## config.mk

```make
export PLATFORM = sky130hd
export DESIGN_NAME = product_accumulator_flat
export DESIGN_NICKNAME = d
export VERILOG_FILES = /design/src/rtl/product_acc_pkg.sv /design/src/rtl/product_accumulator_if.sv /design/src/rtl/product_accumulator_sat_adder.sv /design/src/rtl/product_accumulator.sv /design/src/flat_wrapper.sv
export SDC_FILE = /design/constraint.sdc
export NUM_CORES = 1
export LEC_CHECK = 0
export ABC_AREA = 1
export CAP_MARGIN = 20
export CORE_MARGIN = 4
export CORE_UTILIZATION = 40
export CTS_CLUSTER_DIAMETER = 150
export CTS_CLUSTER_SIZE = 40
export DETAILED_ROUTE_END_ITERATION = 8
export PLACE_DENSITY = 0.61
export RECOVER_POWER = 25
export SLEW_MARGIN = 30
export SYNTH_ARGS = -nofsm -noshare
export SYNTH_HDL_FRONTEND = slang
export SYNTH_HIERARCHICAL = 1
export SYNTH_SLANG_ARGS = --single-unit
```

## constraint.sdc

```tcl
create_clock -name clk -period 2 [get_ports clk]
set_input_delay 0.6 -clock clk [delete_from_list [all_inputs] [get_ports clk]]
set_output_delay 0.6 -clock clk [all_outputs]
set_load 0.02 [all_outputs]
```

## src/rtl/product_acc_pkg.sv

```systemverilog
// Shared constants for the product accumulator: FSM state encoding,
// default widths/length and the accumulator-width sanity helper.
package product_acc_pkg;

    typedef logic [0:0] state_t;

    localparam state_t ACCUM = 1'b0;
    localparam state_t HOLD  = 1'b1;

    localparam int DEF_PROD_W = 60;
    localparam int DEF_ACC_W  = 68;
    localparam int DEF_LEN    = 16;

    function automatic bit acc_w_ok(input int acc_w, input int prod_w);
        return acc_w >= prod_w;
    endfunction

endpackage

```

## src/rtl/product_accumulator_if.sv

```systemverilog
// Product input / frame-sum output bundle between the multiplier, the
// accumulator (slave) and its consumer (master side drives inputs, takes results).
interface product_accumulator_if
    import product_acc_pkg::*;
#(
    parameter int PROD_W = DEF_PROD_W,
    parameter int ACC_W  = DEF_ACC_W,
    parameter int LEN    = DEF_LEN
);
    localparam int CNT_W = $clog2(LEN + 1);

    // A transfer happens on a rising edge where valid && ready; the sender keeps
    // valid and payload stable until then, ready may change freely.
    logic              in_valid;
    logic              in_ready;
    logic [PROD_W-1:0] in_product;
    logic              in_last;
    logic              out_valid;
    logic              out_ready;
    logic [ACC_W-1:0]  out_sum;
    logic [CNT_W-1:0]  out_count;
    logic              out_ovf;

    modport master (
        output in_valid, in_product, in_last, out_ready,
        input  in_ready, out_valid, out_sum, out_count, out_ovf
    );

    modport slave (
        input  in_valid, in_product, in_last, out_ready,
        output in_ready, out_valid, out_sum, out_count, out_ovf
    );

endinterface

```

## src/rtl/product_accumulator_sat_adder.sv

```systemverilog
// W-bit unsigned adder with carry out; with SATURATE_EN defined the sum
// clamps to all-ones whenever the add carries, otherwise it wraps.
module sat_adder #(
    parameter int W = 68
) (
    input  logic [W-1:0] a,
    input  logic [W-1:0] b,
    output logic [W-1:0] sum,
    output logic         carry
);
    logic [W-1:0] raw;

    assign {carry, raw} = {1'b0, a} + {1'b0, b};

`ifdef SATURATE_EN
    assign sum = carry ? {W{1'b1}} : raw;
`else
    assign sum = raw;
`endif

endmodule

```

## src/rtl/product_accumulator.sv

```systemverilog
// Sums up to LEN multiplier products per frame and presents the total on a
// valid/ready result port. Build option: SATURATE_EN (clamp instead of wrap).
module product_accumulator
    import product_acc_pkg::*;
#(
    parameter int PROD_W = DEF_PROD_W,
    parameter int ACC_W  = DEF_ACC_W,
    parameter int LEN    = DEF_LEN
) (
    input  logic                     clk,
    input  logic                     rst_n,
    input  logic                     clear,
    product_accumulator_if.slave     bus,
    output state_t                   dbg_state
);
    localparam int CNT_W = $clog2(LEN + 1);

    state_t            state;
    logic [ACC_W-1:0]  acc;
    logic [CNT_W-1:0]  cnt;
    logic              ovf;
    logic [ACC_W-1:0]  sum_q;
    logic [CNT_W-1:0]  count_q;
    logic              ovf_q;
    logic              valid_q;

    logic [ACC_W-1:0]  prod_ext;
    logic [ACC_W-1:0]  add_sum;
    logic              add_carry;
    logic              in_ready;
    logic              frame_end;

    assign prod_ext  = ACC_W'(bus.in_product);
    assign in_ready  = (state == ACCUM);
    assign frame_end = bus.in_last || (cnt == CNT_W'(LEN - 1));

    sat_adder #(.W(ACC_W)) u_add (
        .a     (acc),
        .b     (prod_ext),
        .sum   (add_sum),
        .carry (add_carry)
    );

    always_ff @(posedge clk or negedge rst_n) begin
        if (!rst_n) begin
            state   <= ACCUM;
            acc     <= '0;
            cnt     <= '0;
            ovf     <= 1'b0;
            sum_q   <= '0;
            count_q <= '0;
            ovf_q   <= 1'b0;
            valid_q <= 1'b0;
        end else if (clear) begin
            // Abort wipes the partial frame and any unconsumed result flag, but
            // the last result payload stays visible.
            state   <= ACCUM;
            acc     <= '0;
            cnt     <= '0;
            ovf     <= 1'b0;
            valid_q <= 1'b0;
        end else begin
            case (state)
                ACCUM: begin
                    if (bus.in_valid) begin
                        if (frame_end) begin
                            sum_q   <= add_sum;
                            count_q <= cnt + CNT_W'(1);
                            ovf_q   <= ovf | add_carry;
                            valid_q <= 1'b1;
                            acc     <= '0;
                            cnt     <= '0;
                            ovf     <= 1'b0;
                            state   <= HOLD;
                        end else begin
                            acc <= add_sum;
                            cnt <= cnt + CNT_W'(1);
                            ovf <= ovf | add_carry;
                        end
                    end
                end
                HOLD: begin
                    if (bus.out_ready) begin
                        valid_q <= 1'b0;
                        state   <= ACCUM;
                    end
                end
                default: state <= ACCUM;
            endcase
        end
    end

    assign bus.in_ready  = in_ready;
    assign bus.out_valid = valid_q;
    assign bus.out_sum   = sum_q;
    assign bus.out_count = count_q;
    assign bus.out_ovf   = ovf_q;
    assign dbg_state     = state;

    a_acc_w_ok: assert property (@(posedge clk) acc_w_ok(ACC_W, PROD_W));

    a_product_stable: assert property (@(posedge clk) disable iff (!rst_n || clear)
        (bus.in_valid && !in_ready) |=> (!bus.in_valid || $stable(bus.in_product)));

endmodule

```

## src/flat_wrapper.sv

```systemverilog
// flat-port wrapper written by rule: the top's interface ports become plain ports
module product_accumulator_flat import product_acc_pkg::*;
#(
    parameter int PROD_W = DEF_PROD_W,
    parameter int ACC_W  = DEF_ACC_W,
    parameter int LEN    = DEF_LEN
)
  (clk, rst_n, clear, dbg_state, bus_in_valid, bus_in_product, bus_in_last, bus_out_ready, bus_in_ready, bus_out_valid, bus_out_sum, bus_out_count, bus_out_ovf);
  product_accumulator_if #(.PROD_W(PROD_W), .ACC_W(ACC_W), .LEN(LEN)) bus_i ();
  input  logic clk;
  input  logic rst_n;
  input  logic clear;
  output state_t dbg_state;
  input wire logic [$bits(bus_i.in_valid)-1:0] bus_in_valid;
  input wire logic [$bits(bus_i.in_product)-1:0] bus_in_product;
  input wire logic [$bits(bus_i.in_last)-1:0] bus_in_last;
  input wire logic [$bits(bus_i.out_ready)-1:0] bus_out_ready;
  output wire logic [$bits(bus_i.in_ready)-1:0] bus_in_ready;
  output wire logic [$bits(bus_i.out_valid)-1:0] bus_out_valid;
  output wire logic [$bits(bus_i.out_sum)-1:0] bus_out_sum;
  output wire logic [$bits(bus_i.out_count)-1:0] bus_out_count;
  output wire logic [$bits(bus_i.out_ovf)-1:0] bus_out_ovf;
  assign bus_i.in_valid = bus_in_valid;
  assign bus_i.in_product = bus_in_product;
  assign bus_i.in_last = bus_in_last;
  assign bus_i.out_ready = bus_out_ready;
  assign bus_in_ready = bus_i.in_ready;
  assign bus_out_valid = bus_i.out_valid;
  assign bus_out_sum = bus_i.out_sum;
  assign bus_out_count = bus_i.out_count;
  assign bus_out_ovf = bus_i.out_ovf;
  product_accumulator #(.PROD_W(PROD_W), .ACC_W(ACC_W), .LEN(LEN)) u_core (.clk(clk), .rst_n(rst_n), .clear(clear), .bus(bus_i), .dbg_state(dbg_state));
endmodule
```

==> impl_metrics.toml <==
[finish]
fillers = 2361
regArea_mm2 = 0.00376
layout.nets = 2351
final_area_mm2 = 0.0200
multi_input_area_mm2 = 0.0101
num_antenna_cells = 0
drive_above_1_share = 0.476
area_growth_pct = 70.4

[sta]
fin_crit_sh = 1.15
slew_viol_final = 0
fin_worst_skew_ps = 11.1
min_period_ps = 2300
tightest_slew_ps = 1270
hold_viol = 0
rsz0062_at_grt = "true"
setup_slack_ps = -304
max_slew_margin = 0.155
fmax_mhz = 434
final-setup-viol-count = 116

[global_routing]
grt_pass1_wl_um = 70400
overflow = 0
grt_pass1_vias = 13200
grt_antenna_before_repair = 0
grt_max_degree = 74
grt_use_total = 0.284

[run]
maxCapViolations = 0

[clocking]
clk_pin_slew_worst_paths_ps = 70
clock_latency_ps = 460
numCtsBuffers = 17
htree_levels = 4
ctsHoldBuffers = 0
cts.sinks = 150
clockBufferDepth = 2
clockRootBuffer = "clkbuf_16"
cts_tree = "yes"

[synth]
yosysWarningCount = 6
synth_cell_types = 38
synth_area_leaders = "dfrtp_1, nand2_1, inv_1"
synth-seq-area-share = 0.320
syn_area_mm2 = 0.0117
syn_area_per_cell_um2 = 6.56
synth_top_area_share = 0.320
yosysTopAreaCell = "dfrtp_1"
synthCells = 1788
synth-seq-cells = 150

[critical_path]
r2r_end = "u_core/acc[16]$_DFFE_PN0P_"
rr_startpoint = "u_core/acc[0]$_DFFE_PN0P_"
cp.arrival_ps = 2670
worstSetupPathType = "register to register"
reg2reg_depth = 14
crit_path_end_kind = "register"
worst_ep_required_time_ps = 2370
setup.worst_path.start_class = "register"
r2r_slack_ps = -300
cp_max_fo = 4

[route]
ant_nets = 0
drt-total-wl_um = 47300
avgViaCountPerCell = 4.98
first_pass_iters = 5
drc_errors = 0
drt-initial-drc-count = 636
wire_per_inst_um = 18.1
dr_total_vias = 13000

[hold_path]
hold_class = "primary input to asynchronous set/reset pin"

[power_and_ir_drop]
power.static_leakage_nw = 10.6
p_per_area_mw_per_mm2 = 597
irDropWorstVdd_v = 0.000585

[floorplan]
die_y_um = 179
die_x_um = 179
die-area_mm2 = 0.0321
core_mm2 = 0.0288
start_util = 0.407
num_rows = 62
io_pins = 143

[placed_design]
pre_cts_ws_ps = -1050
placed_area_mm2 = 0.0155
io_buffers = 142
gp_congestion = 0.987
dpl.hpwl_um = 34100

[outcome]
violations = "setup timing"
outcome = "finished with violations"
-- per-layer routing --
metal	global-route usage	share of wire	wire length, um	vias up
met3	0.0363	0.042	1990	83
met2	0.469	0.48	22500	330
li1	-	-	-	6381
met1	0.388	0.45	21200	6218
met4	0.0908	0.034	1610	0
met5	0	0	0	-
-- layout by cell type, fill, tap and decap left out, types with 7 or more instances in the layout --
master / count
nand3_4: 22
dfrtp_1: 148
o21ai_0: 19
buf_12: 10
dlygate4sd2_1: 129
a21oi_1: 22
nand3_1: 27
buf_6: 54
nand2_4: 102
ha_1: 8
nor2_4: 66
buf_4: 222
nand2_2: 153
conb_1: 8
inv_1: 238
nor2_2: 39
inv_2: 87
nand3_2: 15
clkdlybuf4s15_1: 7
nand2_8: 9
nor2_1: 40
clkbuf_16: 17
nor3_4: 12
nand2_1: 374
a21oi_4: 28
a21oi_2: 36
ha_4: 60
o21ai_1: 91
xor2_2: 8
o21ai_2: 71
xor2_1: 30
inv_4: 13
-- metrics by stage --
step	hold WS [ps]	power [mW]	TNS, ps	utilization	instances
after global routing	497	12.6	-30890	0.694	2611
after detailed placement	470	7.83	-108410	0.540	2488
after global placement	467	7.80	-106150	0.540	2488
final	409	11.9	-19690	0.694	2611
after floorplan	304	5.92	-4370	-	1795
after CTS	72.7	11.5	-9950	0.649	2582
-- synth_stat cells, drive strengths merged --
cell / count
nor2: 145
o31ai: 2
nand3b: 1
o21a: 2
a21o: 3
clkbuf: 7
nand3: 64
nor3: 22
o21bai: 6
nand4: 2
conb: 1
o21ai: 184
ha: 70
nand2: 638
buf: 24
xor2: 38
inv: 338
xnor2: 2
a21oi: 86
a21boi: 2
fa: 1
dfrtp: 150
-- logic make-up (layout without fill, tap and decap cells) --
group	Yosys count	in the layout	synth area share
AOI/OAI and AO/OA	285	285	0.133
xor gates and xnor gates	40	40	0.0299
adders and majority gates	71	71	0.0764
buffers and inverters	369	801	0.133
DFF	150	150	0.320
other	1	8	0.000320
and+or+nand+nor	872	872	0.307
-- flip-flops by register name, indices dropped and copies added, names as in the netlist --
register / count
u_core/bus.out_count: 5
u_core/bus.out_ovf: 1
u_core/cnt: 5
u_core/bus.out_sum: 68
u_core/bus.out_valid: 1
u_core/acc: 68
u_core/ovf: 1
u_core/dbg_state: 1
-- worst max-delay path, stage by stage (launching register included) --
cell and delay [ps]:
dfrtp_1 410, ha_4 170, fa_2 350, nand3_2 100, nand3_4 90, nand2_2 90, nand2_4 70, buf_4 150
nand3_4 60, nand2_4 70, buf_4 140, buf_4 130, xor2_1 120, inv_1 80, o21ai_2 170
-- area by class of cell --
cell class,instances,area share
Clock buffer,17,0.0213
Clock inverter,15,0.00695
Inverter,338,0.0651
Multi-Input combinational cell,1276,0.507
Sequential cell,150,0.188
Tap cell,384,0.0241
Timing Repair Buffer,431,0.187
-- worst max path at each step --
stage                                          from                                 end  slack (ps)  cells past startpoint
after detailed placement          bus_in_product[0]  u_core/bus.out_sum[58]$_DFFE_PN0P_       -1050                     16
after global placement           bus_in_product[24]  u_core/bus.out_sum[55]$_DFFE_PN0P_       -1060                     16
final                     u_core/acc[0]$_DFFE_PN0P_          u_core/acc[16]$_DFFE_PN0P_        -300                     14
after CTS                 u_core/acc[0]$_DFFE_PN0P_              u_core/ovf$_DFFE_PN0P_        -230                     18
after floorplan                   bus_in_product[0]              u_core/ovf$_DFFE_PN0P_        -340                     18
after global routing      u_core/acc[0]$_DFFE_PN0P_              u_core/ovf$_DFFE_PN0P_        -410                     18
-- what timing repair did --
item / in CTS / in global routing
buffers inserted: 71 / 38
endpoints found under the setup margin: 197 / 124
resized for setup: 793 / 296
endpoints found under the hold margin: 0 / 0
pin swaps: 261 / 208
-- power breakdown --
group	leakage, nW	total [mW]	switching [mW]	internal [mW]
Clock	0.264	3.17	1.54	1.63
Sequential	1.97	3.73	0.268	3.46
Combinational	8.33	5.02	2.94	2.08
Power figures use the tool's default switching activity.
